===== config.mk =====
export PLATFORM = sky130hd
export DESIGN_NAME = rom_port_arbiter
export DESIGN_NICKNAME = d
export VERILOG_FILES = /design/src/rtl/rom_port_arbiter.sv
export SDC_FILE = /design/constraint.sdc
export NUM_CORES = 1
export LEC_CHECK = 0
export CAP_MARGIN = 20
export CORE_MARGIN = 2
export CORE_UTILIZATION = 44
export CTS_BUF_LIST = sky130_fd_sc_hd__clkbuf_8
export DETAILED_ROUTE_END_ITERATION = 7
export GPL_TIMING_DRIVEN = 0
export HOLD_SLACK_MARGIN = 0.05
export PLACE_DENSITY = 0.91
export SLEW_MARGIN = 15
export SYNTH_ARGS = -nofsm -noshare
export SYNTH_HDL_FRONTEND = slang
export SYNTH_SLANG_ARGS = --single-unit

===== constraint.sdc =====
create_clock -name clk -period 1.95 [get_ports clk]
set_input_delay 0.2925 -clock clk [delete_from_list [all_inputs] [get_ports clk]]
set_output_delay 0.2925 -clock clk [all_outputs]
set_load 0.01 [all_outputs]

===== src/rtl/rom_port_arbiter.sv =====
// rom_port_arbiter
//   Shares the single combinational instruction-ROM read port between the
//   instruction-fetch requester (IF) and the constant-load data-read requester
//   (DR). One request is accepted per cycle. The accepted address drives the ROM
//   in the same cycle, and the returned word is registered into the owner's
//   response register. The response is presented with valid/ready.
//
//   Optional build macro: ROM_ARB_MISALIGN_ERR_EN
//     When this macro is defined, the if_err/dr_err outputs exist. A granted
//     address with addr[1:0] != 0 sets the owner's err flag and returns 0 data.
//
// Ports
//   clk, rst_n                  rising-edge clock, async active-low reset
//   if_req/if_addr/if_gnt       IF request, byte address, same-cycle accept
//   if_rvalid/if_rdata/if_rready IF response handshake
//   dr_req/dr_addr/dr_gnt       DR request, byte address, same-cycle accept
//   dr_rvalid/dr_rdata/dr_rready DR response handshake
//   if_err/dr_err               misalignment flag, valid with rvalid (macro only)
//   rom_addr                    byte address to ROM, 0 when nothing is granted
//   rom_data                    ROM word, combinational from rom_addr
module rom_port_arbiter #(
    parameter int ADDR_W       = 4,
    parameter int DATA_W       = 32,
    parameter int STARVE_LIMIT = 3
) (
    input  logic              clk,
    input  logic              rst_n,
    input  logic              if_req,
    input  logic [ADDR_W-1:0] if_addr,
    output logic              if_gnt,
    output logic              if_rvalid,
    output logic [DATA_W-1:0] if_rdata,
    input  logic              if_rready,
    input  logic              dr_req,
    input  logic [ADDR_W-1:0] dr_addr,
    output logic              dr_gnt,
    output logic              dr_rvalid,
    output logic [DATA_W-1:0] dr_rdata,
    input  logic              dr_rready,
`ifdef ROM_ARB_MISALIGN_ERR_EN
    output logic              if_err,
    output logic              dr_err,
`endif
    output logic [ADDR_W-1:0] rom_addr,
    input  logic [DATA_W-1:0] rom_data
);

    localparam int CNT_W = $clog2(STARVE_LIMIT + 1);

    typedef enum logic {IDLE, RESP} state_t;

    state_t             state;
    logic               owner_dr;      // 0: IF owns the held response, 1: DR owns it
    logic [CNT_W-1:0]   starve_cnt;

    logic               grant_window;
    logic               force_if;
    logic [ADDR_W-1:0]  gnt_addr_p0;
    logic [DATA_W-1:0]  cap_data_p0;
    logic               cap_err_p0;

    function automatic logic [CNT_W-1:0] sat_inc(input logic [CNT_W-1:0] v);
        if (v == CNT_W'(STARVE_LIMIT))
            return v;
        else
            return v + 1'b1;
    endfunction

    // Stage 0: arbitration and ROM address, all combinational in the request cycle
    always_comb begin
        // A held response must be consumed by its owner before the port is reused.
        grant_window = (state == IDLE) || (owner_dr ? dr_rready : if_rready);
        force_if     = (starve_cnt == CNT_W'(STARVE_LIMIT));
        dr_gnt       = grant_window && dr_req && !(if_req && force_if);
        if_gnt       = grant_window && if_req && !dr_gnt;
        gnt_addr_p0  = if_gnt ? if_addr : (dr_gnt ? dr_addr : '0);
        rom_addr     = gnt_addr_p0;
`ifdef ROM_ARB_MISALIGN_ERR_EN
        cap_err_p0   = (gnt_addr_p0[1:0] != 2'b00);
        cap_data_p0  = cap_err_p0 ? '0 : rom_data;
`else
        // The ROM ignores the low address bits, so an unaligned address
        // returns the aligned word.
        cap_err_p0   = 1'b0;
        cap_data_p0  = rom_data;
`endif
    end

    // Stage 1: registered response for the owner
    always_ff @(posedge clk or negedge rst_n) begin
        if (!rst_n) begin
            state      <= IDLE;
            owner_dr   <= 1'b0;
            if_rvalid  <= 1'b0;
            dr_rvalid  <= 1'b0;
            if_rdata   <= '0;
            dr_rdata   <= '0;
            starve_cnt <= '0;
`ifdef ROM_ARB_MISALIGN_ERR_EN
            if_err     <= 1'b0;
            dr_err     <= 1'b0;
`endif
        end else begin
            if (if_gnt) begin
                state     <= RESP;
                owner_dr  <= 1'b0;
                if_rvalid <= 1'b1;
                dr_rvalid <= 1'b0;
                if_rdata  <= cap_data_p0;
`ifdef ROM_ARB_MISALIGN_ERR_EN
                if_err    <= cap_err_p0;
`endif
            end else if (dr_gnt) begin
                state     <= RESP;
                owner_dr  <= 1'b1;
                if_rvalid <= 1'b0;
                dr_rvalid <= 1'b1;
                dr_rdata  <= cap_data_p0;
`ifdef ROM_ARB_MISALIGN_ERR_EN
                dr_err    <= cap_err_p0;
`endif
            end else if (state == RESP && grant_window) begin
                // The owner consumed its word and nobody is waiting.
                state     <= IDLE;
                if_rvalid <= 1'b0;
                dr_rvalid <= 1'b0;
            end

            // IF losses are counted only while IF is actually waiting.
            if (!if_req || if_gnt)
                starve_cnt <= '0;
            else if (dr_gnt)
                starve_cnt <= sat_inc(starve_cnt);
        end
    end

`ifndef ROM_ARB_MISALIGN_ERR_EN
    logic unused_cap_err;
    assign unused_cap_err = cap_err_p0;
`endif

endmodule


Word level (Yosys, flattened, before mapping)

Index checks and enable logic that the tools add are counted.

Flip-flop bits (word level): 70
Bits of input ports: 46
Output and inout port bits: 72
Word-level logic and storage cells: 42

Add/sub/neg operators: 1
Equal/unequal tests: 2
Multiplexer cells: 14
Bitwise gates (word level): 2
Reductions and logical operators: 16

Operators with widths:

| cell                  | count |
|---|---|
| $mux W1               | 9 |
| $mux W4               | 2 |
| $logic_and A1 B1 Y1   | 6 |
| $mux W2               | 3 |
| $reduce_and A2 Y1     | 2 |
| $reduce_bool A2 Y1    | 2 |
| $logic_not A1 Y1      | 3 |
| $reduce_bool A3 Y1    | 1 |
| $add A2 B1 Y2 const B | 1 |
| $eq A2 B2 Y1 const B  | 1 |
| $logic_or A1 B1 Y1    | 2 |
| $ne A2 B1 Y1 const B  | 1 |
| $not A1 Y1            | 2 |

Depth between registers and ports, before layout

Gate-level depths: netlist of run 1.

Depth in word-level cells: 9
Depth in mapped cells: 5
Mapped depth without buffers: 4

Worst setup path after synthesis of run 1

OpenSTA, ideal clock, no wires.

Path kind: register -> register
From: register starve_cnt[0]
To: register dr_rdata[18]
Setup time: 0.125 ns
Arrival: 1.548 ns
Required time: 1.825 ns
Slack: 0.278 ns
Stages on the path, launching flop included: 6
Clock period less this slack: 1.672 ns
Cell sequence: dfrtp_1 ha_1 a21bo_2 a21oi_4 buf_6 mux2_2

Cells in the longest elaborated chain, start to end: 8

RTL lines:

| what                                 | RTL line | text |
|---|---|---|
| start, declared                      | 54       | `logic [CNT_W-1:0] starve_cnt;` |
| start signal, assigned               | 133      | `starve_cnt <= sat_inc(starve_cnt);` |
| $eq A2 B2 Y1 *                       | 73       | `force_if = (starve_cnt == CNT_W'(STARVE_LIMIT));` |
| $logic_and A1 B1 Y1 *                | 74       | `dr_gnt = grant_window && dr_req && !(if_req && force_if);` |
| $logic_not A1 Y1 *                   | 74       |  |
| $logic_and A1 B1 Y1 *                | 74       |  |
| via dr_gnt                           | 36       | `output logic dr_gnt,` |
| $logic_not A1 Y1                     | 75       | `if_gnt = grant_window && if_req && !dr_gnt;` |
| $logic_and A1 B1 Y1                  | 75       |  |
| $not A1 Y1 (no source line)          | -        |  |
| $reduce_and A2 Y1 (no source line) * | -        |  |
| end signal, assigned                 | 118      | `dr_rdata <= cap_data_p0;` |
| end, declared                        | 38       | `output logic [DATA_W-1:0] dr_rdata,` |

The timed path passes the listed nets; every way through them passes the cells marked *.
A chain may end at the register's enable or synchronous reset.

Worst setup path in the final report of run 1

From: register owner_dr
To: output if_gnt

Cells in the longest elaborated chain, start to end: 6
Elaborated cells on any way between the ends: 7
Classes of those cells: mux (1); reduce/logical (6)

RTL lines:

| what                             | RTL line | text |
|---|---|---|
| start, declared                  | 53       | `logic owner_dr;` |
| start signal, assigned           | 93       | `owner_dr <= 1'b0;` |
| start signal, assigned           | 106      | `owner_dr <= 1'b0;` |
| start signal, assigned           | 115      | `owner_dr <= 1'b1;` |
| $mux W1 *                        | 72       | `grant_window = (state == IDLE) \|\| (owner_dr ? dr_rready : if_rready);` |
| $logic_or A1 B1 Y1 *             | 72       |  |
| $logic_and A1 B1 Y1 (2 in a row) | 74       |  |
| $logic_not A1 Y1                 | 75       |  |
| $logic_and A1 B1 Y1 *            | 75       |  |
| end, declared                    | 30       | `output logic if_gnt,` |

Every way passes the cells marked *; elsewhere a longest branch is shown, timed or not.

==> results of run 1 <==
[cell usage in the layout, fill, tap and decap left out, types with 2 or more instances in the layout]
cell type and instances:
nand3_1 4, buf_2 3, clkdlybuf4s50_1 108, mux2_2 61
mux2i_1 2, clkbuf_8 11, clkbuf_2 4, mux2_1 3
nand2_1 4, buf_4 9, clkinv_2 3, dfrtp_1 70
o21ai_0 2, inv_1 3, buf_6 8, a21oi_1 4
[final timing paths]
check,cells past startpoint,endpoint
min in group clk,3,starve_cnt[0]$_DFFE_PN0P_
max,5,if_gnt
max reg2reg,6,dr_rdata[11]$_DFFE_PN0P_
min reg2reg,1,if_rdata[7]$_DFFE_PN0P_
min,2,if_rdata[9]$_DFFE_PN0P_
max in group asynchronous,3,owner_dr$_DFFE_PN0P_
[flip-flops by register name, summed over array words and instances (netlist names)]
register / cells
starve_cnt: 2
dr_rvalid: 1
if_rdata: 32
dr_rdata: 32
owner_dr: 1
state: 1
if_rvalid: 1
[cell families after synthesis]
| kind of cell | after synthesis |
|---|---|
| compound gates | 15 |
| fa+ha+maj | 1 |
| buf+inv | 10 |
| flops | 70 |
| mux | 67 |
| simple gates | 17 |
[power breakdown]
part           total (uW)  internal (uW)  switching [uW]
Clock                1170            650             518
Combinational        1600           1020             581
Sequential           1990           1800             189
Total                4750           3470            1290
[metal layers]
metal | wire length (um) | part of all wire (%) | up-vias | track usage [%]
li1 | - | - | 923 | -
met1 | 2710 | 39 | 1015 | 24.1
met2 | 3690 | 53 | 75 | 34.6
met3 | 528 | 7.5 | 6 | 7.02
met4 | 84 | 1.2 | 0 | 7.18
met5 | 0 | 0 | - | 0
[layout make-up]
type,instances,area [um2]
Multi-Input combinational cell,100,1030
Inverter,2,7.51
Clock inverter,5,48.8
Timing Repair Buffer,128,1240
Buffer,8,76.3
Clock buffer,11,151
Tap cell,77,96.3
Sequential cell,70,1750
Fill cell,443,1870
[per-stage QoR]
step / cells / util, % / setup TNS, ns
final: 401 / 70.2 / 0
after global routing: 401 / 70.2 / -0.00357
after CTS: 401 / 70.2 / 0
after detailed placement: 374 / 65.2 / -9.26
after global placement: 373 / 65.0 / -125.19
after floorplan: 180 / - / 0
[timing repair]
item                                    in CTS  in global routing
endpoints found under the hold margin       30                  0
setup buffers                               10                  0
endpoints found under the setup margin       6                  4
pin swaps                                    3                  2
hold buffers                                 1                  0
gates resized for setup                     27                  7
==> summary.md, run 1 <==
| Metric | Value |
|---|---|
| Status | completed |
| Final instance area | 0.00441 mm2 |
| Root Driver | clkbuf_8 |
| Setup WS pre-CTS | -0.567 ns |
| Initial Util | between 40 and 50% |
| Async set or reset register ratio after synthesis | 100% |
| Avg Inst Size Synth | 15.7 um2 |
| Drt wl/cell | around 17 um |
| Synth Net Count | between 200 and 250 |
| Synth Area in Adders | less than 1% |
| Peak VDD IR | between 0.6 and 0.7 mV |
| Nets | 366 |
| Io pins | ~120 |
| Minimum clock period | 1.88 ns |
| Starting DRT DRC Count | 42 |
| Most frequent cells after synthesis | dfrtp_1 (70), mux2_2 (61), buf_6 (6) |
| Final setup viols | 0 |
| Synthesis Warnings | 0 |
| Antenna diode count | 0 |
| Yosys cell types | 29 |
| Hold Crit Class | primary input to async pin |
| Worst hold slack | 0.443 ns |
| Post-synthesis mux area share | 26.8% |
| DRC | 0 |
| Detail Placement HPWL | 4870 um |
| Achievable frequency | 532 MHz |
| First drt pass iteration count | 6 |
| First-pass GRT wire length | 11,100 um |
| Critical path's top delay family | flip-flops |
| Total grt overflow | 0 |
| I/O Buffers | between 100 and 150 |
| Worst Path Arrival | 1.59 ns |
| Total power | 4750 uW |
| Crit path kind | register to primary output |
| Final hold vios | 0 |
| Max Clock Skew | roughly 0.013 ns |
| Top_reg_cell synth | dfrtp_1 |
| Setup slack after layout | 0.0686 ns |
| R2R Setup Slk | 0.13 ns |
| Clk_lat worst skew | 0.34 ns |
| Simple-Gate Fraction of Synth Area | 3.24% |
| Power per cell area | 1080 mW/mm2 |
| Share of cells above drive strength 1 | 34.6% |
| Netlist Area Pre-Place | 0.00282 mm2 |
| TritonCTS clock tree | built |
| Initial antenna violation count | 0 |
| FF+latch count, synth | 70 |
| H-tree depth | 3 |
| Post-synth EDFFs | 0 |
| Area grow syn2layout | 56.2% |
| Placed Area | 0.00410 mm2 |
| WP data required | ~1.7 ns |
| Drt total wl | roughly 7000 um |
| Die width | 84.1 um |
| Post-synthesis compound-gate area fraction | 4.44% |
| CP Max Fanout | 4 |
| Part of the cycle the worst path needs | 96.5% |
| Critical-path cell list | mux2_4 -> o211ai_4 -> buf_6 -> inv_1 -> buf_2 |
| Largest family of logic cells by synthesized area | multiplexers |
| Leak | about 0.0019 uW |
| CTS max path bufs | 2 |
| Reg clk slew, reported paths | 0.07 ns |
| Crit Reg-Reg Startpoint | starve_cnt[1]$_DFFE_PN0P_ |
| Crit start category | register |
| Synth area leader | dfrtp_1 |
| Slowest CP cell | dfrtp_1 |
| Slew HR | 71.4% |
| DIE AREA | 0.00707 mm2 |
| Share of the synthesized area in the top cell type | 62.1% |
| Vias per cell | 5.03 |
| Crit path capture type | primary output |
| Post-Synth XOR/XNOR Area | 0% |
| Share of the yosys chip area belonging to registers | 62.1% |
| Syn Inst Count | 180 |
| Fin. max-slew vios | 0 |
| Synth top area cells | dfrtp_1 (62%), mux2_2 (24%), buf_6 (2.4%) |
| Max incr delay on CP | roughly 0.4 ns |
| Core area | roughly 0.0063 mm2 |
| GRT Util Overall | 20.4% |
| Clk sink count | 70 |
| Max-cap violation count | 0 |
| Worst setup startpoint | owner_dr$_DFFE_PN0P_ |
| Most instantiated library cell after synthesis | dfrtp_1 |
| Die height | between 80 and 90 um |
| GP Congestion | 0.758 |
| Total CTS buffers | 9 |
| Slew of the pin with the lowest slew margin | 0.428 ns |
| Largest net degree at the start of global routing | 41 |
| Vias in the first global route | 2,217 |
| Via count | 2,019 |
| Worst Path Buf+Inv | 3 |
| Post-route ant nets | 0 |
| FP Rows | 29 |
Power figures use the tool's default switching activity.
==> run 2, diff against run 1 <==
CORE_ASPECT_RATIO = 0.75   (was unset)
CTS_CLUSTER_SIZE = 40   (was unset)
SKIP_CTS_REPAIR_TIMING = 1   (was unset)
==> run 2 against run 1 <==
Clock-buffer cell count shrank 1. Sequential share of layout area decreased by 1.2 points. Register-to-register slack lost 0.02 ns. Routed wire length is 7.1% lower. Sequential cell count unchanged. Total power increased by 5.4%. Core utilization is 2.5 points higher. Maximum frequency shrank 3.3%. Highest routed layer unchanged.
==> summary.md, run 2 (synthesis gave the netlist of run 1 again) <==
| Metric | Value |
|---|---|
| Crit path kind | register to primary output |
| Post-route ant nets | 0 |
| Vias per cell | just under 5 |
| Slew HR | 69.5% |
| Register-to-Register Path Depth | 7 |
| Drt wl/cell | ~16 um |
| Max-cap violation count | 0 |
| Multi-input logic area | ~0.001 mm2 |
| Starting DRT DRC Count | 35 |
| I/O Buffers | 116 |
| Achievable frequency | 514 MHz |
| Antenna diode count | 0 |
| Final hold vios | 0 |
| Slew of the pin with the lowest slew margin | 0.457 ns |
| Commonest non-fill, non-tap cells in the layout | clkdlybuf4s50_1 (109), dfrtp_1 (70), mux2_2 (61) |
| Total power | 5010 uW |
| TritonCTS clock tree | built |
| Core Util, Final | between 70 and 80% |
| Clk_lat worst skew | 0.34 ns |
| Met2 usage | slightly below 30% |
| DRC | 0 |
| Worst Path Arrival | 1.65 ns |
| Power per cell area | roughly 1100 mW/mm2 |
| Die height | 73.3 um |
| Part of the cycle the worst path needs | 99.7% |
| Max Clock Skew | 0.00608 ns |
| CTS max path bufs | 2 |
| Reg2reg end | dr_rdata[21]$_DFFE_PN0P_ |
| WP data required | 1.66 ns |
| Fillers | 423 |
| Vias in the first global route | a little under 2,000 |
| Register area | 0.00175 mm2 |
| Hold Path Origin | if_req |
| Leak | 0.00197 uW |
| FP Rows | 25 |
| Top Registers | dr_rdata (32), if_rdata (32), starve_cnt (2) |
| Hold EP | if_rvalid$_DFFE_PN0P_ |
| Detail Placement HPWL | 4620 um |
| Core area | roughly 0.0063 mm2 |
| Hold Crit Class | primary input to register |
| Crit path capture type | primary output |
| Final setup viols | 0 |
| Final setup TNS | 0 ns |
| Drt total wl | 6510 um |
| Peak VDD IR | 0.654 mV |
| Total CTS buffers | 9 |
| Nets | approximately 380 |
| R2R Setup Slk | 0.11 ns |
| DIE AREA | 0.00707 mm2 |
| GR Util met3 | 9.03% |
| Fin. max-slew vios | 0 |
| Commonest non-fill, non-tap cell in the layout | clkdlybuf4s50_1 |
| Hold path depth | 3 |
| RSZ-0062 raised after global routing | true |
| Most crowded layer after global routing | met2 |
| Initial Util | 45.1% |
| Via count | 2,016 |
| Clk sink count | 70 |
| First-pass GRT wire length | 9660 um |
| Status | completed |
| Root Driver | clkbuf_8 |
| CP Max Fanout | 7 |
| GP Congestion | 0.741 |
| Reg clk slew, reported paths | 0.07 ns |
| Crit start category | register |
| Share of cells above drive strength 1 | 35.7% |
| Worst hold slack | 0.436 ns |
| Die width | 96.4 um |
| Total grt overflow | 0 |
| First drt pass iteration count | 2 |
| Initial antenna violation count | 0 |
| Io pins | 118 |
| M1 GR Usage | between 20 and 25% |
| Area grow syn2layout | 61.2% |
| GRT Util Overall | a little under a fifth |
| Minimum clock period | 1.94 ns |
| H-tree depth | 3 |
| Largest net degree at the start of global routing | 37 |
| Crit Reg-Reg Startpoint | starve_cnt[1]$_DFFE_PN0P_ |
run 2: final cells by class:
class	instances	area share, %
Tap cell	81	2.23
Inverter	2	0.220
Multi-Input combinational cell	100	22.5
Clock inverter	6	2.39
Clock buffer	10	3.03
Buffer	8	1.84
Timing Repair Buffer	137	29.2
Sequential cell	70	38.5
run 2: worst max path at each step:
stage,startpoint,to,slack [ns],cells after the start
after global placement,rst_n,if_rdata[5]$_DFFE_PN0P_,-1.74,1
after CTS,starve_cnt[0]$_DFFE_PN0P_,rom_addr[0],-0.73,5
after global routing,starve_cnt[1]$_DFFE_PN0P_,dr_gnt,-0.07,5
after detailed placement,dr_req,rom_addr[0],-0.60,5
final,starve_cnt[1]$_DFFE_PN0P_,dr_gnt,0.005,5
after floorplan,starve_cnt[0]$_DFFE_PN0P_,dr_rdata[18]$_DFFE_PN0P_,0.28,5
run 2: routing by layer:
layer / part of all wire, % / routed length, um
met2: 49 / 3200
met1: 40 / 2610
met4: 0.91 / 59
met5: 0 / 0
met3: 9.9 / 643
run 2: through the flow:
stage / setup WS (ns) / std cells / area (um2)
after floorplan: 0.278 / 180 / 2820
after global placement: -1.74 / 377 / 4080
after detailed placement: -0.595 / 378 / 4100
after CTS: -0.734 / 394 / 4350
after global routing: -0.0695 / 414 / 4550
final: 0.00506 / 414 / 4550
run 2: power by group:
part / switching (uW) / leakage [uW] / total, uW / internal (uW)
registers: 187 / 0.000824 / 1990 / 1800
logic: 570 / 0.00101 / 1610 / 1040
clock network: 532 / 0.000126 / 1410 / 882
total: 1290 / 0.00197 / 5010 / 3720
run 2: worst max-delay path: stages (launching register included):
cell,delay (ns)
dfrtp_1,0.42
ha_4,0.20
a21bo_4,0.25
a21oi_4,0.19
buf_8,0.16
buf_6,0.10
